## src/rtl/imm_decode_stage_pkg.sv

```systemverilog
// rtl/imm_decode_stage_pkg.sv - opcode and immediate-format constants shared by the decode stage
package imm_decode_stage_pkg;

    typedef logic [2:0] fmt_t;

    localparam logic [6:0] OPC_LOAD     = 7'b0000011;
    localparam logic [6:0] OPC_MISC_MEM = 7'b0001111;
    localparam logic [6:0] OPC_OP_IMM   = 7'b0010011;
    localparam logic [6:0] OPC_AUIPC    = 7'b0010111;
    localparam logic [6:0] OPC_STORE    = 7'b0100011;
    localparam logic [6:0] OPC_OP       = 7'b0110011;
    localparam logic [6:0] OPC_LUI      = 7'b0110111;
    localparam logic [6:0] OPC_BRANCH   = 7'b1100011;
    localparam logic [6:0] OPC_JALR     = 7'b1100111;
    localparam logic [6:0] OPC_JAL      = 7'b1101111;
    localparam logic [6:0] OPC_SYSTEM   = 7'b1110011;

    localparam fmt_t FMT_I     = 3'd0;
    localparam fmt_t FMT_S     = 3'd1;
    localparam fmt_t FMT_B     = 3'd2;
    localparam fmt_t FMT_U     = 3'd3;
    localparam fmt_t FMT_J     = 3'd4;
    localparam fmt_t FMT_SHAMT = 3'd5;
    localparam fmt_t FMT_NONE  = 3'd7;

endpackage

```

## src/rtl/imm_decode_core.sv

```systemverilog
// rtl/imm_decode_core.sv - combinational RV32I immediate extractor
// Maps an instruction word to its sign/zero-extended immediate, format code and illegal flag.
module imm_decode_core
    import imm_decode_stage_pkg::*;
#(
    parameter int XLEN = 32
) (
    input  logic [31:0]     inst_i,
    output logic [XLEN-1:0] imm_o,
    output fmt_t            fmt_o,
    output logic            illegal_o
);

    always_comb begin
        imm_o     = '0;
        fmt_o     = FMT_NONE;
        illegal_o = 1'b0;
        case (inst_i[6:0])
            OPC_LOAD, OPC_JALR, OPC_MISC_MEM, OPC_SYSTEM: begin
                imm_o = XLEN'($signed(inst_i[31:20]));
                fmt_o = FMT_I;
            end
            OPC_OP_IMM: begin
                // Shifts carry funct7 in the upper bits, so only the shamt field is kept
                if (inst_i[14:12] == 3'b001 || inst_i[14:12] == 3'b101) begin
                    if (XLEN == 64) imm_o = XLEN'(inst_i[25:20]);
                    else            imm_o = XLEN'(inst_i[24:20]);
                    fmt_o = FMT_SHAMT;
                end else begin
                    imm_o = XLEN'($signed(inst_i[31:20]));
                    fmt_o = FMT_I;
                end
            end
            OPC_STORE: begin
                imm_o = XLEN'($signed({inst_i[31:25], inst_i[11:7]}));
                fmt_o = FMT_S;
            end
            OPC_BRANCH: begin
                imm_o = XLEN'($signed({inst_i[31], inst_i[7], inst_i[30:25], inst_i[11:8], 1'b0}));
                fmt_o = FMT_B;
            end
            OPC_LUI, OPC_AUIPC: begin
                imm_o = XLEN'($signed({inst_i[31:12], 12'b0}));
                fmt_o = FMT_U;
            end
            OPC_JAL: begin
                imm_o = XLEN'($signed({inst_i[31], inst_i[19:12], inst_i[20], inst_i[30:21], 1'b0}));
                fmt_o = FMT_J;
            end
            OPC_OP: begin
                fmt_o = FMT_NONE;
            end
            default: begin
                illegal_o = 1'b1;
            end
        endcase
    end

endmodule

```

## src/rtl/imm_decode_stage.sv

```systemverilog
// rtl/imm_decode_stage.sv - pipelined immediate decode stage with 2-entry skid buffer
// Decodes on the way in; a main register feeds the outputs and a skid register absorbs one stalled beat.
module imm_decode_stage
    import imm_decode_stage_pkg::*;
#(
    parameter int XLEN      = 32,
    parameter bit EN_TARGET = 1'b1
) (
    input  logic            clk,
    input  logic            rst,
    input  logic            in_valid,
    output logic            in_ready,
    input  logic [31:0]     in_inst,
    input  logic [XLEN-1:0] in_pc,
    output logic            out_valid,
    input  logic            out_ready,
    output logic [31:0]     out_inst,
    output logic [XLEN-1:0] out_pc,
    output logic [XLEN-1:0] out_imm,
    output logic [2:0]      out_fmt,
    output logic            out_illegal,
    output logic [XLEN-1:0] out_target
);

    typedef struct packed {
        logic [31:0]     inst;
        logic [XLEN-1:0] pc;
        logic [XLEN-1:0] imm;
        fmt_t            fmt;
        logic            illegal;
        logic [XLEN-1:0] target;
    } beat_t;

    logic [XLEN-1:0] dec_imm;
    fmt_t            dec_fmt;
    logic            dec_illegal;
    logic [XLEN-1:0] dec_target;
    beat_t           new_beat;

    beat_t main_q, main_d, skid_q, skid_d;
    logic  main_valid_q, main_valid_d;
    logic  skid_valid_q, skid_valid_d;
    logic  in_ready_q;
    logic  accept;

    imm_decode_core #(.XLEN(XLEN)) u_core (
        .inst_i    (in_inst),
        .imm_o     (dec_imm),
        .fmt_o     (dec_fmt),
        .illegal_o (dec_illegal)
    );

    generate
        if (EN_TARGET) begin : g_target
            assign dec_target = in_pc + dec_imm;
        end else begin : g_no_target
            assign dec_target = '0;
        end
    endgenerate

    assign new_beat = '{inst: in_inst, pc: in_pc, imm: dec_imm, fmt: dec_fmt,
                        illegal: dec_illegal, target: dec_target};
    assign accept   = in_valid && in_ready_q;

    // in_ready_q is low whenever skid holds a beat, so accept never coincides with skid draining
    always_comb begin
        main_d       = main_q;
        main_valid_d = main_valid_q;
        skid_d       = skid_q;
        skid_valid_d = skid_valid_q;
        if (skid_valid_q) begin
            if (out_ready) begin
                main_d       = skid_q;
                skid_valid_d = 1'b0;
            end
        end else if (accept) begin
            if (!main_valid_q || out_ready) begin
                main_d       = new_beat;
                main_valid_d = 1'b1;
            end else begin
                skid_d       = new_beat;
                skid_valid_d = 1'b1;
            end
        end else if (main_valid_q && out_ready) begin
            main_valid_d = 1'b0;
        end
    end

    always_ff @(posedge clk) begin
        if (rst) begin
            main_q       <= '0;
            skid_q       <= '0;
            main_valid_q <= 1'b0;
            skid_valid_q <= 1'b0;
            in_ready_q   <= 1'b1;
        end else begin
            main_q       <= main_d;
            skid_q       <= skid_d;
            main_valid_q <= main_valid_d;
            skid_valid_q <= skid_valid_d;
            in_ready_q   <= !skid_valid_d;
        end
    end

    assign in_ready    = in_ready_q;
    assign out_valid   = main_valid_q;
    assign out_inst    = main_q.inst;
    assign out_pc      = main_q.pc;
    assign out_imm     = main_q.imm;
    assign out_fmt     = main_q.fmt;
    assign out_illegal = main_q.illegal;
    assign out_target  = main_q.target;

endmodule
```

## config.mk

```make
export PLATFORM = sky130hd
export DESIGN_NAME = imm_decode_stage
export DESIGN_NICKNAME = d
export VERILOG_FILES = /design/src/rtl/imm_decode_stage_pkg.sv /design/src/rtl/imm_decode_core.sv /design/src/rtl/imm_decode_stage.sv
export SDC_FILE = /design/constraint.sdc
export NUM_CORES = 1
export LEC_CHECK = 0
export BUFFER_PORTS_ARGS = -buffer_cell sky130_fd_sc_hd__buf_2
export CORE_AREA = 2 2 151 212
export DETAILED_ROUTE_END_ITERATION = 16
export DIE_AREA = 0 0 153 214
export SLEW_MARGIN = 20
export SYNTH_ARGS = -nofsm -noshare
export SYNTH_HDL_FRONTEND = slang
export SYNTH_SLANG_ARGS = --single-unit
```

## constraint.sdc

```tcl
create_clock -name clk -period 7.1 [get_ports clk]
set_clock_uncertainty 0.2 [all_clocks]
set_input_delay 0.355 -clock clk [delete_from_list [all_inputs] [get_ports clk]]
set_output_delay 0.355 -clock clk [all_outputs]
set_load 0.01 [all_outputs]
```

==> results.sh, run 1 <==
export IMPL_outcome="finished, final reports clean"
export IMPL_coreArea_um2=30700
export IMPL_post_route_period_util=0.650
export IMPL_grt_pass1_vias=11086
export IMPL_dp_cells=2046
export IMPL_diodes=0
export IMPL_hold_ws_ns=0.0920
export IMPL_final_common_cell="dfxtp_1"
export IMPL_critPathMaxStageDelay_ns=0.71
export IMPL_rsz0062_at_grt="no"
export IMPL_fmax_ghz=0.217
export IMPL_drtIter0Drc=804
export IMPL_synth_simple_gate_area_share=0.210
export IMPL_clock_sinks=267
export IMPL_syn_nets=1670
export IMPL_synth_compound_area_frac=0.210
export IMPL_cts_made_buffers=27
export IMPL_die_h_um=214
export IMPL_synth_seq_cells=267
export IMPL_worstHoldStart="in_valid"
export IMPL_synthArstFlopShare=0
export IMPL_tritoncts="built"
export IMPL_cts_buffer_depth=3
export IMPL_antenna_left=0
export IMPL_netlist_area_um2=12800
export IMPL_placed_cell_area_um2=13800
export IMPL_area_growth_pct=20.3
export IMPL_start_kind="primary input"
export IMPL_initial_core_util=0.415
export IMPL_synth_main_ff_cell="dfxtp_1"
export IMPL_fin_util=0.499
export IMPL_synthAdderAreaFrac=0.0320
export IMPL_stdcell_count=2155
export IMPL_avgSynthCellArea_um2=8.12
export IMPL_pre_cts_ws_ns=2.48
export IMPL_ys_seq_area_frac=0.419
export IMPL_maxCapViolCount=0
export IMPL_synth_top_family_by_area="compound AO/OA/AOI/OAI gates"
export IMPL_cts_htree_levels=1
export IMPL_yosysTopAreaCell="dfxtp_1"
export IMPL_end_kind="flip-flop"
export IMPL_ios=202
export IMPL_p_per_area_nw_per_um2=235
export IMPL_crit_slowest_cell="nor2_1"
export IMPL_drt_first_pass_iters=5
export IMPL_worst_hold_path_type="in2reg"
export IMPL_r2r_start="skid_valid_q"
export IMPL_critPathLaunch="in_inst[6]"
export IMPL_yosys_warnings=0
export IMPL_finalPower_mw=3.61
export IMPL_gp_congestion=0.972
export IMPL_vias_per_cell=5.48
export IMPL_layout_drive_gt1_share=0.153
export IMPL_synth_mux_area_frac=0.0628
export IMPL_cts_setup_buffers=0
export IMPL_wl_per_cell_um=19.2
export IMPL_wl_um=41400
export IMPL_overflow=0
export IMPL_antenna_found_initial=0
export IMPL_die_area_um2=32700
export IMPL_synth_edff_count=0
export IMPL_setup_slack_ns=2.48
export IMPL_worst_ep_arrival_time_ns=4.90
export IMPL_hold_violations=0
export IMPL_grtUsageTotal=0.243
export IMPL_setup_tns_ns=0
export IMPL_final_cell_mix="dfxtp_1, nand2_1, buf_2"
export IMPL_drcViolationCount=0
export IMPL_cp_num_buf_inv=2
export IMPL_netlist_cell_type_count=70
export IMPL_crit_fanout=17
export IMPL_rows=76
export IMPL_grt_pass1_wl_um=63600
export IMPL_clock_latency_ns=0.56
export IMPL_cts_root_buf="clkbuf_16"
export IMPL_p_leak_nw=6.10
export IMPL_design_area_um2=15300
export IMPL_worstMarginPinSlew_ns=1.06
export IMPL_cp_top_family="simple AND/OR/NAND/NOR gates"
export IMPL_critPathKind="in2reg"
export IMPL_required_ns=7.39
export IMPL_setup_viol=0
export IMPL_maxSlewHeadroom=0.296
export IMPL_synth_top_area_share=0.419
export IMPL_synth_xor_area_frac=0.0199
export IMPL_vdd_drop_max_mv=0.158
export IMPL_netlist_instances=1570
export IMPL_period_minus_slack_ns=4.62
export IMPL_final_nets=1849
export IMPL_synthTopCellsByArea="dfxtp_1, nand2_1, a211oi_1"
export IMPL_drv_slew=0
export IMPL_die_width_um=153
export IMPL_grt_max_degree=107
export IMPL_post_dp_hpwl_um=29100
export IMPL_portBuffers=201
export IMPL_cp_cell_sequence="dlygate4sd3_1 -> buf_2 -> nand2b_1 -> or2_2 -> nor2_1 -> nand2_1 -> nand2b_1 -> ha_1 -> a21o_1 -> a21oi_1 -> nor2_1 -> o41ai_1 -> nand2_1 -> or3_1 -> o311a_1 -> a21oi_1"
export IMPL_clk_pin_slew_ns=0.06
export IMPL_routed_via_count=11805
## area by class of cell
type	count	area (µm²)
clock inverter	4	60.1
clock buffer	41	808
tap	390	488
sequential	267	5350
timing repair buffer	276	1740
fill	3067	15400
inverter	13	48.8
multi-input combinational	1164	6850
## tightest hold or removal path: stages
cell and delay [ns]:
buf_2 0.10, nand2_1 0.10, nor2_1 0.09, a21oi_1 0.12
nor2_1 0.05
## cell usage after synthesis (4+ instances only)
library cell / number
a211oi_1: 115
a21o_1: 12
a21oi_1: 145
a221oi_1: 7
a22o_1: 13
and2_1: 13
and3_1: 4
buf_1: 7
clkbuf_1: 109
clkbuf_8: 4
dfxtp_1: 267
ha_1: 31
inv_1: 13
mux2i_1: 80
nand2_1: 247
nand2b_1: 30
nand3_1: 8
nand3b_1: 28
nand4_1: 11
nor2_1: 199
nor2b_1: 5
nor3_1: 39
o211ai_1: 8
o21a_1: 8
o21ai_0: 67
o21bai_1: 4
o31ai_1: 4
or3_1: 4
xnor2_1: 17
xor2_1: 12
## power by group
part           internal, mW  switching [mW]
sequential             1.59          0.0496
combinational         0.211           0.343
clock                 0.817           0.600
total                  2.62           0.992
## repair_timing
action | CTS | global route
hold buffers | 64 | 0
gates resized for setup | 0 | 0
hold endpoints to repair | 106 | 0
## kinds of logic after synthesis
group,after synthesis
simple gates,605
compound gates,418
flops,267
buf+inv,139
mux,80
fa+ha+maj,32
xor+xnor,29
## routing by layer
layer  track usage  vias to the layer above  part of all wire
li1              -                     5863                 -
met1         0.286                     5596              0.40
met2         0.454                      283              0.53
met3        0.0263                       63             0.038
met4        0.0815                        0             0.031
met5             0                        -                 0
## state kept, by name, summed over array words and instances, names as in the netlist
name / flops
out_illegal: 1
out_target: 32
skid_valid_q: 1
out_imm: 32
in_ready: 1
out_fmt: 3
skid_q: 132
out_pc: 32
out_valid: 1
out_inst: 32
## path summary, 6_finish.rpt
kind | slack, ns | cells past startpoint | end
worst min register to register | 0.25 | 2 | skid_q[18]
worst max register to register | 3.46 | 5 | out_imm[7]
worst max-delay path | 2.48 | 16 | skid_q[29]
worst min-delay path | 0.09 | 5 | out_valid
Note: power is estimated with default switching activity, not from simulation.
==> run 2, diff against run 1 <==
clock period = 4 ns   (was 7.1 ns; I/O delays follow)
==> run 2 against run 1 <==
Compared with the run above: clock-buffer cell count fell by 5; largest cell class unchanged; critical path type unchanged; hold slack improved by 0.0032 ns; global-route usage rose by 1.1 points; final cell count rose by 6.6%.
==> results.sh, run 2 (synthesized netlist as in run 1, its figures left out) <==
export IMPL_clock_sinks=267
export IMPL_final_common_cell="dfxtp_1"
export IMPL_layout_drive_gt1_share=0.226
export IMPL_cts_htree_levels=1
export IMPL_cts_root_buf="clkbuf_16"
export IMPL_start_kind="primary input"
export IMPL_worst_hold_path_type="in2reg"
export IMPL_critPathLaunch="in_inst[3]"
export IMPL_die_area_um2=32700
export IMPL_area_growth_pct=29.3
export IMPL_rrSetupSlack_ns=1.06
export IMPL_die_h_um=214
export IMPL_hold_violations=0
export IMPL_top_register="skid_q"
export IMPL_crit_slowest_cell="dlygate4sd3_1"
export IMPL_setup_tns_ns=0
export IMPL_overflow=0
export IMPL_design_area_um2=16500
export IMPL_initial_core_util=0.415
export IMPL_grt_use_met3=0.0269
export IMPL_p_seq_frac=0.451
export IMPL_final_nets=1991
export IMPL_clk_pin_slew_ns=0.06
export IMPL_coreArea_um2=30700
export IMPL_pre_cts_ws_ns=-0.184
export IMPL_gp_congestion=0.918
export IMPL_worst_ep_arrival_time_ns=4.13
export IMPL_vdd_drop_max_mv=0.321
export IMPL_drt_first_pass_iters=7
export IMPL_drcViolationCount=0
export IMPL_grt_max_degree=127
export IMPL_tritoncts="built"
export IMPL_setup_slack_ns=0.136
export IMPL_worstMarginPinSlew_ns=0.917
export IMPL_p_leak_nw=6.80
export IMPL_largest_register_ffs=132
export IMPL_antenna_left=0
export IMPL_maxSlewHeadroom=0.389
export IMPL_end_kind="flip-flop"
export IMPL_maxCapViolCount=0
export IMPL_r2r_start="skid_valid_q"
export IMPL_die_width_um=153
export IMPL_placed_cell_area_um2=14900
export IMPL_vias_per_cell=5.39
export IMPL_cts_made_buffers=27
export IMPL_antenna_found_initial=0
export IMPL_required_ns=4.27
export IMPL_use_met1=0.291
export IMPL_wl_per_cell_um=18.7
export IMPL_cts_buffer_depth=3
export IMPL_cp_common_cell="buf_4"
export IMPL_p_sw_mw=1.79
export IMPL_diodes=0
export IMPL_outcome="finished, final reports clean"
export IMPL_ios=202
export IMPL_clkPwrFrac=0.379
export IMPL_post_dp_hpwl_um=30700
export IMPL_p_comb_frac=0.169
export IMPL_drtIter0Drc=575
export IMPL_reg2reg_to="skid_q[41]"
export IMPL_crit_end="skid_q[29]"
export IMPL_clock_latency_ns=0.55
export IMPL_period_minus_slack_ns=3.86
export IMPL_critPathMaxStageDelay_ns=0.55
export IMPL_hold_ws_ns=0.0952
export IMPL_crit_fanout=9
export IMPL_rsz0062_at_grt="no"
export IMPL_grtUsageTotal=0.254
export IMPL_switching_share=0.278
export IMPL_p_int_mw=4.65
export IMPL_worstRegToRegCells=4
export IMPL_fmax_ghz=0.259
export IMPL_cp_cell_sequence="buf_2 -> buf_4 -> dlygate4sd3_1 -> buf_4 -> or2_2 -> a21oi_1 -> buf_4 -> nand2_1 -> nand2b_1 -> ha_1 -> buf_4 -> a21oi_1 -> buf_4 -> nor2_1 -> o22ai_1 -> o221ai_2 -> nor3b_4 -> or3_1 -> o311a_1 -> a21oi_1"
export IMPL_setup_viol=0
export IMPL_final_cell_mix="dfxtp_1, nand2_1, buf_2"
export IMPL_portBuffers=201
export IMPL_grt_busiest_layer="met2"
export IMPL_rows=76
export IMPL_critPathKind="in2reg"
export IMPL_drv_slew=0
export IMPL_post_route_period_util=0.966
export IMPL_grt_pass1_wl_um=66700
export IMPL_p_per_area_nw_per_um2=390
export IMPL_met2_usage=0.480
export IMPL_routed_via_count=12392
export IMPL_wl_um=43000
export IMPL_grt_pass1_vias=11947
run 2: cell types whose count changed in the layout (fill, tap and decap cells not counted), moves of 3 or more:
cell,delta
buf_4,+140
clkbuf_8,-4
clkinvlp_4,+3
nand2_1,-4
nand2_2,+4
o21ai_0,-5
o21ai_1,+5
run 2: layout make-up:
type                       count  area, µm²
timing repair buffer         418       2830
sequential                   267       5350
clock buffer                  36        749
clock inverter                 9       85.1
fill                        2888      14200
multi-input combinational   1164       6940
inverter                      13       48.8
tap                          390        488
run 2: per-stage QoR:
stage               total power [mW]  cells   util
floorplan                       3.54   1570      -
global placement                3.99   2186  0.485
detailed placement              4.00   2186  0.485
CTS                             6.49   2296  0.534
global route                    6.73   2297  0.537
finish                          6.44   2297  0.537
run 2: worst min-delay path by stage:
| stage | startpoint | to | slack (ns) | cells past startpoint |
|---|---|---|---|---|
| detailed placement | skid_q[25] | skid_q[25] | 0.23 | 2 |
| global route | in_inst[6] | out_inst[6] | 0.14 | 5 |
| finish | rst | skid_q[21] | 0.1 | 2 |
| CTS | in_inst[6] | out_inst[6] | 0.10 | 5 |
| global placement | skid_q[25] | skid_q[25] | 0.23 | 2 |
| floorplan | in_inst[25] | skid_q[41] | 0.13 | 1 |
run 2: what timing repair did:
| action | in CTS | in global routing |
|---|---|---|
| setup endpoints to repair | 0 | 27 |
| endpoints found under the hold margin | 159 | 0 |
| hold buffers | 65 | 0 |
| gates resized for setup | 0 | 30 |
| setup buffers | 0 | 1 |
run 2: power by group through the flow:
stage	registers (mW)	logic, mW	clock network [mW]
after global routing	2.92	1.20	2.61
after CTS	2.91	1.09	2.50
after detailed placement	2.97	1.03	0
after global placement	2.96	1.03	0
after floorplan	3.00	0.536	0
final	2.91	1.09	2.44
run 2: worst max-delay path, delay by kind of cell:
kind	cells	cell delay, ns
compound gates	6	0.94
fa+ha+maj	1	0.30
simple gates	6	1.17
buf+inv	7	1.49
run 2: metal layers:
metal	share of wire	wire length (µm)
met1	0.40	17100
met2	0.53	22800
met3	0.037	1570
met4	0.036	1570
met5	0	0
